===== config.mk =====
export PLATFORM = sky130hd
export DESIGN_NAME = imem_prefetch_buf
export DESIGN_NICKNAME = d
export VERILOG_FILES = /design/src/rtl/imem_prefetch_buf.sv
export SDC_FILE = /design/constraint.sdc
export NUM_CORES = 1
export LEC_CHECK = 0
export ABC_AREA = 1
export BUFFER_PORTS_ARGS = -buffer_cell sky130_fd_sc_hd__buf_2
export CORE_MARGIN = 3
export CORE_UTILIZATION = 40
export CTS_BUF_LIST = sky130_fd_sc_hd__clkbuf_8
export DETAILED_ROUTE_END_ITERATION = 16
export HOLD_SLACK_MARGIN = 0.1
export SYNTH_ARGS = -nofsm -noshare
export SYNTH_HDL_FRONTEND = slang
export SYNTH_SLANG_ARGS = --single-unit

===== constraint.sdc =====
create_clock -name clk -period 7.2 [get_ports clk]
set_clock_uncertainty 0.15 [all_clocks]
set_input_delay 1.44 -clock clk [delete_from_list [all_inputs] [get_ports clk]]
set_output_delay 1.44 -clock clk [all_outputs]
set_load 0.02 [all_outputs]

===== src/rtl/imem_prefetch_buf.sv =====
// Instruction prefetch buffer: streams sequential words from the instruction bus
// into a small FIFO ahead of the core and restarts the stream on any non-sequential fetch.
module imem_prefetch_buf #(
    parameter int unsigned DEPTH      = 4,
    parameter int unsigned ADDR_WIDTH = 32
) (
    input  logic                  clk,
    input  logic                  rst_n,
    input  logic                  s_valid_i,
    output logic                  s_ready_o,
    input  logic [ADDR_WIDTH-1:0] s_addr_i,
    output logic [31:0]           s_rdata_o,
    output logic                  m_valid_o,
    input  logic                  m_ready_i,
    output logic [ADDR_WIDTH-1:0] m_addr_o,
    output logic [31:0]           m_wdata_o,
    output logic [3:0]            m_we_o,
    input  logic [31:0]           m_rdata_i
);

    localparam int unsigned PTR_W   = (DEPTH > 1) ? $clog2(DEPTH) : 1;
    localparam int unsigned CNT_W   = PTR_W + 1;
    localparam int unsigned WADDR_W = ADDR_WIDTH - 2;
    localparam int unsigned DATA_W  = 32;

    typedef enum logic [1:0] {
        IDLE  = 2'd0,
        FETCH = 2'd1,
        DRAIN = 2'd2
    } state_t;

    typedef struct packed {
        logic [WADDR_W-1:0] waddr;
        logic [DATA_W-1:0]  data;
    } entry_t;

    state_t                  state_q, state_d;
    entry_t                  fifo_q [DEPTH];
    logic [ADDR_WIDTH-1:0]   fetch_pc_q;
    logic [ADDR_WIDTH-1:0]   stale_addr_q;
    logic                    stream_ok_q;
    logic                    discard_q;
    logic [CNT_W-1:0]        count_q;
    logic [PTR_W-1:0]        rd_ptr_q;
    logic [PTR_W-1:0]        wr_ptr_q;

    logic [ADDR_WIDTH-1:0]   aligned_addr;
    entry_t                  head;
    logic                    fifo_empty;
    logic                    fifo_full;
    logic                    hit;
    logic                    in_flight_match;
    logic                    miss;
    logic                    push;
    logic                    pop;

    assign m_wdata_o = '0;
    assign m_we_o    = '0;

    // Request classification against the expected next address
    always_comb begin
        aligned_addr    = s_addr_i & ~ADDR_WIDTH'(3);
        head            = fifo_q[rd_ptr_q];
        fifo_empty      = (count_q == '0);
        fifo_full       = (count_q == CNT_W'(DEPTH));
        hit             = s_valid_i && !fifo_empty && stream_ok_q &&
                          (aligned_addr[ADDR_WIDTH-1:2] == head.waddr);
        in_flight_match = s_valid_i && fifo_empty && stream_ok_q &&
                          (aligned_addr == fetch_pc_q);
        miss            = s_valid_i && !hit && !in_flight_match;
        pop             = hit;
        push            = (state_q == FETCH) && m_valid_o && m_ready_i && !miss;
    end

    always_comb begin
        s_ready_o = hit;
        s_rdata_o = hit ? head.data : '0;
    end

    always_ff @(posedge clk or negedge rst_n) begin
        if (!rst_n) begin
            state_q <= IDLE;
        end else begin
            state_q <= state_d;
        end
    end

    // A miss while a request is still unanswered must wait for that stale response
    always_comb begin
        state_d = state_q;
        if (miss) begin
            state_d = (m_valid_o && !m_ready_i) ? DRAIN : FETCH;
        end else if ((state_q == DRAIN) && m_ready_i) begin
            state_d = FETCH;
        end
    end

    always_comb begin
        m_valid_o = ((state_q == FETCH) && !fifo_full) || (state_q == DRAIN);
        m_addr_o  = discard_q ? stale_addr_q : fetch_pc_q;
    end

    always_ff @(posedge clk or negedge rst_n) begin
        if (!rst_n) begin
            fetch_pc_q   <= '0;
            stale_addr_q <= '0;
            stream_ok_q  <= 1'b0;
            discard_q    <= 1'b0;
            count_q      <= '0;
            rd_ptr_q     <= '0;
            wr_ptr_q     <= '0;
        end else if (miss) begin
            fetch_pc_q   <= aligned_addr;
            stale_addr_q <= m_addr_o;
            stream_ok_q  <= 1'b1;
            discard_q    <= m_valid_o && !m_ready_i;
            count_q      <= '0;
            rd_ptr_q     <= '0;
            wr_ptr_q     <= '0;
        end else begin
            if (push) begin
                fetch_pc_q <= fetch_pc_q + ADDR_WIDTH'(4);
                wr_ptr_q   <= wr_ptr_q + PTR_W'(1);
            end
            if (pop) begin
                rd_ptr_q <= rd_ptr_q + PTR_W'(1);
            end
            if (push && !pop) begin
                count_q <= count_q + CNT_W'(1);
            end else if (pop && !push) begin
                count_q <= count_q - CNT_W'(1);
            end
            if ((state_q == DRAIN) && m_ready_i) begin
                discard_q <= 1'b0;
            end
        end
    end

    // Storage needs no reset: occupancy gates every read
    always_ff @(posedge clk) begin
        if (push) begin
            fifo_q[wr_ptr_q] <= {m_addr_o[ADDR_WIDTH-1:2], m_rdata_i};
        end
    end

endmodule


* After elaboration in Yosys (flattened, before gate mapping) *
Memories as Yosys holds them, arrays and structs flattened.
Cells that the tools add are included.

cells by class
  add/subtract/negate cells = 5
  mux-type cells = 18
  reduce and logical (&&, ||, !) cells = 29
  equality and inequality tests = 5

operators by type and width
  cell                                                  number
  two-way mux 32 bit                                    4
  adder 32 x 3 -> 32 bit (second input constant)        1
  equality test 32 bit                                  1
  equality test 30 bit                                  1
  logical AND 1 bit                                     16
  two-way mux 2 bit                                     7
  two-way mux 3 bit                                     3
  logical NOT 1 bit                                     7
  nonzero test 2 bit                                    3
  adder 2 x 1 -> 2 bit (second input constant)          2
  two-way mux 1 bit                                     4
  adder 3 x 1 -> 3 bit (second input constant)          1
  equality test 3 bit (second input constant)           1
  logical NOT 3 bit                                     1
  nonzero test 3 bit                                    1
  subtractor 3 x 1 -> 3 bit (second input constant)     1
  equality test 2 x 1 -> 1 bit (second input constant)  1
  equality test 2 bit (second input constant)           1
  logical OR 1 bit                                      1

word-level totals
  input port bits = 68
  memories = 1
  flip-flop bits (word level) = 75
  logic and storage cells = 66
  output and inout bits = 102
  bits in writable memories = 248

memories
  memory  depth  bits a word  read ports  clocked after memory_dff  write ports  RTL line  text
  fifo_q  4      62           1           0                         1            38        entry_t fifo_q [DEPTH];

* Depth between registers and ports, before layout *
Gate-level depths: netlist of run 1.

  depth after elaboration = 15
  gate-level depth with buffers = 20
  depth with buffers taken out = 17

* Least setup slack after synthesis of run 1 *
OpenSTA, ideal clock, no wires.

  path kind = in2reg
  start point = input s_addr_i[20]
  end point = memory fifo_q[0][0] (netlist bit), enable pin
  buffers on the path = 1
  cell stages on the path = 11
  required time = 6.568 ns
  setup time = 0.482 ns
  slack = 1.485 ns
  data arrival time = 5.083 ns
  cell sequence = xor2_1 nor3_1 nand3_1 nor2_1 nand3_1 nand2_1 inv_1 nand2_2 buf_4 nand2_1 nor2_1

on the way
  word-level cells in the longest chain between the ends = 9
  elaborated cells between the ends (all ways) = 12
  those cells by class = eq/ne: 2; mux: 2; reduce/logical: 8

ends and longest elaborated chain
  what                                         RTL line  text
  start, declared                              11        input logic [ADDR_WIDTH-1:0] s_addr_i,
  equality test 30 bit                         67        (aligned_addr[ADDR_WIDTH-1:2] == head.waddr);
  logical AND 1 bit                            66        hit = s_valid_i && !fifo_empty && stream_ok_q &&
  logical NOT 1 bit                            70        miss = s_valid_i && !hit && !in_flight_match;
  logical AND 1 bit                            70
  logical AND 1 bit (*)                        70
  logical NOT 1 bit (*)                        72        push = (state_q == FETCH) && m_valid_o && m_ready_i && !miss;
  logical AND 1 bit (*)                        72
  two-way mux 1 bit (*)                        141       if (push) begin
  two-way mux 1 bit (not written as such) (*)  142       fifo_q[wr_ptr_q] <= {m_addr_o[ADDR_WIDTH-1:2], m_rdata_i};
  end, declared                                38

Every way passes the cells marked *; elsewhere a longest branch is shown, timed or not.

* Final worst setup path of run 1 *
  start point = register rd_ptr_q[1]
  end point = output s_rdata_o[0]

on the way
  word-level cells in the longest chain between the ends = 4

ends and longest elaborated chain
  what                          RTL line  text
  start, declared               44        logic [PTR_W-1:0] rd_ptr_q;
  start signal, assigned        126       rd_ptr_q <= rd_ptr_q + PTR_W'(1);
  memory read (4 x 62 bit) (*)  n/a
  equality test 30 bit          67
  logical AND 1 bit             66
  two-way mux 32 bit (*)        77        s_rdata_o = hit ? head.data : '0;
  end, declared                 12        output logic [31:0] s_rdata_o,

Marked as above.

==> impl_results.md, run 1 <==
* Run status: complete, no violations
* Crit-path slowest cell: buf_4
* CP max FO at 78
* Yosys top cell by area: edfxtp_1
* Final-layout fill cell count at 3349
* First-pass GRT wire length at 59100 um
* DRC viols at 0
* Cell count after placement at 2013
* Fraction of layout cells with a size suffix above 1 at 13.3%
* Flip-flop and latch count after synthesis at 320
* Die H at 197 um
* Final Hold Fails at 0
* Peak supply drop at 0.159 mV
* Clock latency on the worst-skew pair at 0.61 ns
* Hold Crit Endpoint: stream_ok_q$_DFFE_PN0P_
* Rows at 69
* Crit-path cells: buf_4 > nand3_1 > nand3b_1 > nand3_1 > nor2_1 > nand2_1 > nor2_1 > nand2_2 > a211oi_1 > buf_2
* Unrepaired setup endpoints after global routing: no
* CTS tree: done
* CP Capture Type: output pin
* R2R cell count at 12
* Fin crit period at 6.01 ns
* Total vias in the final route at 10800
* Cts bufs inserted at 53
* Hold Crit Depth at 1
* Number of distinct library cells after synthesis at 32
* Sequential cell area at 0.00926 mm^2
* Largest net degree at the start of global routing at 82
* Synth top area share at 50.9%
* Crit path kind: reg2out
* Final Max Tran Viols at 0
* Critical path required time at 5.61 ns
* # setup viols final at 0
* Max clock buf depth at 3
* Number of global-route vias before repair at 10400
* FMAX at 166 MHz
* Antenna-violating nets left at 0
* Hold_sp: stream_ok_q$_DFFE_PN0P_
* Final Non-Filler Cells at 2110
* Detailed Place HPWL at 24300 um
* Post-Syn Area at 0.0146 mm^2
* Syn Inst Count at 1476
* Worst-margin pin slew at 1.00 ns
* Hold Crit Class: reg2reg
* Startpoint class of the critical path: flop
* Total track usage at 19.5%
* Avg WL per Cell at 18.1 um
* Fin crit share at 83.5%
* Setup_tns at 0 ns
* Leak at 7.06 nW
* Vias per cell at 5.11
* Die area at 0.0389 mm^2
* Total Wirelength at 38200 um
* Post-synthesis sequential area ratio at 63.2%
* Starting DRC count in detailed routing at 697
* Power Dens Cells at 262 mW/mm^2
* Core area at 0.0358 mm^2
* # H-tree levels at 2
* # Post-CTS Setup Buffers at 0
* Nets at 1681
* Initial antenna violation count at 3
* Critical Path AT at 4.42 ns
* Mapped Avg Cell Area at 9.91 um^2
* Ranking of synthesized cells by area: edfxtp_1 51%, nand2_1 13%, dfrtp_1 12%
* Max-Cap Viols at 0
* Worst-path clk slew at 0.06 ns
* CP peak stage delay at 0.79 ns
* I/O Pins at 170
* Hold Buf Count CTS at 0
* Syn. warnings at 0
* Gp weighted congestion at 0.950
* R2R Path End: fifo_q[1][51]$_DFFE_PP_
* Min Hold Slack at 0.323 ns
* Area of the multi-input gates at 0.00452 mm^2
* First-pass DRT Iterations at 8
* Area Growth Syn to Fin at 12.4%
* Rel. slew slack at 33.1%
* Sink Count at 320
* Initial Util at 40.8%
* Reg2reg setup slack at 1.90 ns
* GRT Residual Overflow at 0
* Reg2reg start: rd_ptr_q[1]$_DFFE_PN0P_
* IO buf count at 131
* Post-CTS sizing at 0
* Root buffer cell: clkbuf_8
* Die W at 197 um
[worst max-delay path by stage]
stage | start | to | cells after the start
after floorplan | s_addr_i[20] | fifo_q[0][0]$_DFFE_PP_ | 11
after global placement | rd_ptr_q[1]$_DFFE_PN0P_ | s_rdata_o[3] | 10
after detailed placement | rd_ptr_q[1]$_DFFE_PN0P_ | s_rdata_o[3] | 10
after CTS | rd_ptr_q[1]$_DFFE_PN0P_ | s_rdata_o[3] | 10
after global routing | rd_ptr_q[1]$_DFFE_PN0P_ | s_rdata_o[31] | 10
final | rd_ptr_q[1]$_DFFE_PN0P_ | s_rdata_o[0] | 10
[cells by family after synthesis]
kind of cell | share of synthesized area [%]
xor gates and xnor gates | 1.80
adders and majority gates | 0.564
buffers and inverters | 7.03
AOI/OAI and AO/OA | 7.03
DFF | 63.2
other | 0.0256
and+or+nand+nor | 20.4
[worst max-delay path: cells and delay by family (launching register included)]
kind | cells | cell delay (ns)
AO/OA/AOI/OAI | 1 | 0.51
buffers and inverters | 2 | 1.03
flip-flops | 1 | 0.61
AND/OR/NAND/NOR | 7 | 1.57
[stage by stage]
step           area [um^2]  power [mW]  setup WS [ns]  util [%]
6_report             16500        4.31           1.19      45.9
4_1_cts              16400        4.36           1.12      45.9
3_3_place_gp         15500        2.91           1.78      43.3
2_1_floorplan        14800        2.70           1.49         -
3_5_place_dp         15500        2.93           1.79      43.3
5_1_grt              16400        4.54          0.828      45.9
[synth_stat cells]
master	number
inv_6	1
buf_4	43
xnor2_1	7
inv_1	98
o21a_1	2
o22ai_1	12
nand4_1	16
xor2_1	23
buf_2	17
buf_6	9
a21oi_1	67
dfrtp_1	72
ha_1	5
o21ai_0	58
or2_1	1
conb_1	1
nor3_2	1
fa_1	1
nand3_1	120
inv_2	2
clkbuf_1	28
a211oi_1	32
nor2_1	49
o21ai_2	2
edfxtp_1	248
buf_1	6
nand2_1	524
nand2_2	2
o21ai_1	11
nand3b_1	7
clkinv_1	2
nor3_1	9
[power breakdown]
group / internal, mW / leakage [nW] / switching (mW)
clock network: 0.716 / 0.578 / 0.710
logic: 0.170 / 3.36 / 0.449
registers: 2.18 / 3.13 / 0.0892
total: 3.06 / 7.06 / 1.25
[sequential cells by signal (all words and copies together) (netlist names)]
name and flops:
rd_ptr_q 2, count_q 3, stream_ok_q 1, fetch_pc_q 30, wr_ptr_q 2, fifo_q 248, stale_addr_q 32, state_q 2
[cell type report]
type	count	share of cell area (%)
inverter	103	2.38
antenna	1	0.0152
timing repair buffer	144	4.67
clock inverter	40	1.01
clock buffer	56	4.69
sequential	320	56.3
multi-input combinational	985	27.5
tap	461	3.51
[cells in the final DEF (no fill, tap or decap)]
cell type | netlist | final
nand2_1 | 524 | 524
edfxtp_1 | 248 | 248
buf_2 | 17 | 130
inv_1 | 98 | 124
nand3_1 | 120 | 120
dfrtp_1 | 72 | 69
a21oi_1 | 67 | 67
o21ai_0 | 58 | 58
clkbuf_8 | 0 | 56
nor2_1 | 49 | 45
conb_1 | 1 | 36
a211oi_1 | 32 | 32
xor2_1 | 23 | 23
nand4_1 | 16 | 16
buf_4 | 43 | 13
o22ai_1 | 12 | 12
clkinv_1 | 2 | 11
o21ai_1 | 11 | 11
nor3_1 | 9 | 9
nand3b_1 | 7 | 7
xnor2_1 | 7 | 7
ha_1 | 5 | 5
nor2_4 | 0 | 4
clkinv_2 | 0 | 3
inv_6 | 1 | 2
inv_2 | 2 | 2
nand2_2 | 2 | 2
o21a_1 | 2 | 2
o21ai_2 | 2 | 2
dfrtp_4 | 0 | 2
diode_2 | 0 | 1
nor3_2 | 1 | 1
or2_1 | 1 | 1
fa_1 | 1 | 1
inv_8 | 0 | 1
buf_12 | 0 | 1
dfrtp_2 | 0 | 1
[metal layers]
layer / routed length (um) / part of all wire, % / GRT usage, % / up-vias
li1: - / - / - / 5168
met1: 16600 / 43 / 26.4 / 5187
met2: 17800 / 46 / 31.0 / 347
met3: 2910 / 7.6 / 5.32 / 69
met4: 923 / 2.4 / 6.07 / 6
met5: 34 / 0.089 / 0 / -
(Power assumes the default switching activity.)
==> run 2: changes to the inputs <==
==> constraint.sdc (replaced) <==
create_clock -name clk -period 5.2 [get_ports clk]
set_clock_uncertainty 0.15 [all_clocks]
set_input_delay 1.04 -clock clk [delete_from_list [all_inputs] [get_ports clk]]
set_output_delay 1.04 -clock clk [all_outputs]
set_load 0.02 [all_outputs]
==> impl_results.md, run 2 (synthesis gave the netlist of run 1 again) <==
* Run status: complete, no violations
* Min Hold Slack at 0.321 ns (-0.00209 ns)
* Fraction of layout cells with a size suffix above 1 at 14.0% (+0.70 points)
* Hold Buf Count CTS at 0 (unchanged)
* I/O Pins at 170 (unchanged)
* CP peak stage delay at 0.58 ns (-0.21 ns)
* Total vias in the final route at 10700 (-0.33%)
* Core area at 0.0358 mm^2 (unchanged)
* DRC viols at 0 (unchanged)
* Peak supply drop at 0.230 mV (+45%)
* Hold Crit Class: reg2reg
* Root buffer cell: clkbuf_8
* Leak at 7.14 nW (+1.1%)
* Starting DRC count in detailed routing at 770 (+10%)
* Number of global-route vias before repair at 10600 (+2.0%)
* Clock latency on the worst-skew pair at 0.61 ns (about the same)
* Sink Count at 320 (unchanged)
* Vias per cell at 5.06 (-0.99%)
* Final Max Tran Viols at 0 (unchanged)
* First-pass GRT wire length at 60900 um (+3.1%)
* Startpoint class of the critical path: flop
* Gp weighted congestion at 0.905 (-4.8%)
* Reg with most FFs: fifo_q
* GRT Residual Overflow at 0 (unchanged)
* Cts bufs inserted at 54 (+1.9%)
* Fin crit period at 4.83 ns
* M2 GR Usage at 32.7% (+1.7 points)
* Nets at 1689 (+0.48%)
* Critical Path AT at 3.64 ns (-0.78 ns)
* First-pass DRT Iterations at 5 (-3)
* Detailed Place HPWL at 24600 um (+1.1%)
* Most common cell after layout, fill and taps aside: nand2_1
* Max-Cap Viols at 0 (unchanged)
* FMAX at 207 MHz
* # setup viols final at 0 (unchanged)
* Met3 Use GR at 5.37% (+0.051 points)
* Switch share at 28.6% (-0.35 points)
* CP max FO at 93 (+19%)
* Initial Util at 40.8% (unchanged)
* Setup_tns at 0 ns (unchanged)
* Final-layout fill cell count at 3369 (+0.60%)
* # H-tree levels at 2 (unchanged)
* Int Power at 4.38 mW (+43%)
* Largest registers: fifo_q: 248 flops, stale_addr_q: 32 flops, fetch_pc_q: 30 flops
* Die H at 197 um (unchanged)
* Rel. slew slack at 32.5% (-0.62 points)
* Area Growth Syn to Fin at 13.6%
* Die W at 197 um (unchanged)
* Sw Pwr at 1.76 mW (+41%)
* Crit path kind: reg2out
* Worst-path clk slew at 0.06 ns (about the same)
* Avg WL per Cell at 18.4 um (+1.7%)
* Initial antenna violation count at 5 (+2)
* Largest net degree at the start of global routing at 126 (+54%)
* Max clock buf depth at 3 (unchanged)
* Post-CTS sizing at 0 (unchanged)
* Final Hold Fails at 0 (unchanged)
* Crit-path slowest cell: inv_6
* Power Dens Cells at 369 mW/mm^2 (+41%)
* Commonest non-fill, non-tap cells in the layout: 524 x nand2_1, 248 x edfxtp_1, 130 x buf_2, 121 x inv_1, 120 x nand3_1
* Area of the multi-input gates at 0.00452 mm^2 (unchanged)
* # Post-CTS Setup Buffers at 0 (unchanged)
* Rows at 69 (unchanged)
* Total Wirelength at 39200 um (+2.4%)
* Total track usage at 20.2% (+0.61 points)
* IO buf count at 131 (unchanged)
* Worst path most repeated cell: nand2_1
* Die area at 0.0389 mm^2 (unchanged)
* CP Capture Type: output pin
* GR peak layer: met2
* Unrepaired setup endpoints after global routing: no
* Antenna-violating nets left at 0 (unchanged)
* Max FFs per register at 248 (unchanged)
* Flop pwr share at 50.8% (-1.7 points)
* Worst-margin pin slew at 1.01 ns (+0.00935 ns)
* Crit-path cells: inv_6 > nand2_1 > nand3_1 > nand3_1 > nand2_1 > nand2_1 > nor2_1 > nand2_1 > nor2_1 > nand2_2 > buf_4 > a211oi_1 > buf_2
* Sequential cell area at 0.00926 mm^2 (unchanged)
* Fin crit share at 92.9%
* CTS tree: done
* Clock Power Share at 34.9% (+1.8 points)
* M1 GR Usage at 26.7% (+0.28 points)
* Critical path required time at 4.01 ns (-1.60 ns)
* Combinational Power Share at 14.4% (about the same)
-- run 2: changes by cell type in the layout (fill, tap and decap cells not counted), sizes merged --
cell    delta
inv        -3
diode      +3
clkbuf     +6
bufinv     +1
buf        +7
-- run 2: worst paths after layout --
path | from | end | slack, ns | depth (start not counted)
worst min-delay path | stream_ok_q$_DFFE_PN0P_ | stream_ok_q$_DFFE_PN0P_ | 0.32 | 1
worst min register to register | stream_ok_q$_DFFE_PN0P_ | stream_ok_q$_DFFE_PN0P_ | 0.32 | 1
max in group asynchronous | rst_n | rd_ptr_q[0]$_DFFE_PN0P_ | 3.67 | 1
worst max register to register | rd_ptr_q[0]$_DFFE_PN0P_ | fifo_q[0][53]$_DFFE_PP_ | 1.04 | 15
worst max-delay path | rd_ptr_q[0]$_DFFE_PN0P_ | s_rdata_o[3] | 0.37 | 13
min in group asynchronous | rst_n | stale_addr_q[29]$_DFFE_PN0P_ | 0.46 | 1
-- run 2: critical path: cells and delay by family (launching register included) --
family          cells  cell delay [ns]
simple gates        9             1.09
flops               1             0.51
compound gates      1             0.32
buf+inv             3             1.09
-- run 2: area by class of cell --
class,instances,area share [%]
Tap cell,461,3.47
Multi-Input combinational cell,985,27.2
Clock inverter,38,1.09
Clock buffer,62,5.13
Sequential cell,320,55.7
Antenna cell,4,0.0602
Inverter,103,2.37
Timing Repair Buffer,151,5.03
-- run 2: stage by stage --
step	cell area, um^2	std cells	total power, mW	worst slack (ns)	util [%]
6_report	16600	2124	6.14	0.369	46.4
2_1_floorplan	14800	1511	3.73	-0.115	-
3_5_place_dp	15600	2020	4.05	0.745	43.5
3_3_place_gp	15600	2020	4.03	0.744	43.5
4_1_cts	16600	2120	6.21	0.0639	46.4
5_1_grt	16600	2123	6.44	0.0540	46.4
-- run 2: per-layer routing --
metal  wire length (um)  share of wire (%)
met1              16700                 43
met2              18600                 47
met3               3000                7.7
met4                818                2.1
met5                 37              0.094
-- run 2: power groups by stage --
stage | combinational (mW) | sequential (mW) | clock, mW
finish | 0.882 | 3.12 | 2.14
global route | 0.996 | 3.14 | 2.31
CTS | 0.892 | 3.12 | 2.20
detailed placement | 0.887 | 3.17 | 0
global placement | 0.870 | 3.16 | 0
floorplan | 0.601 | 3.13 | 0
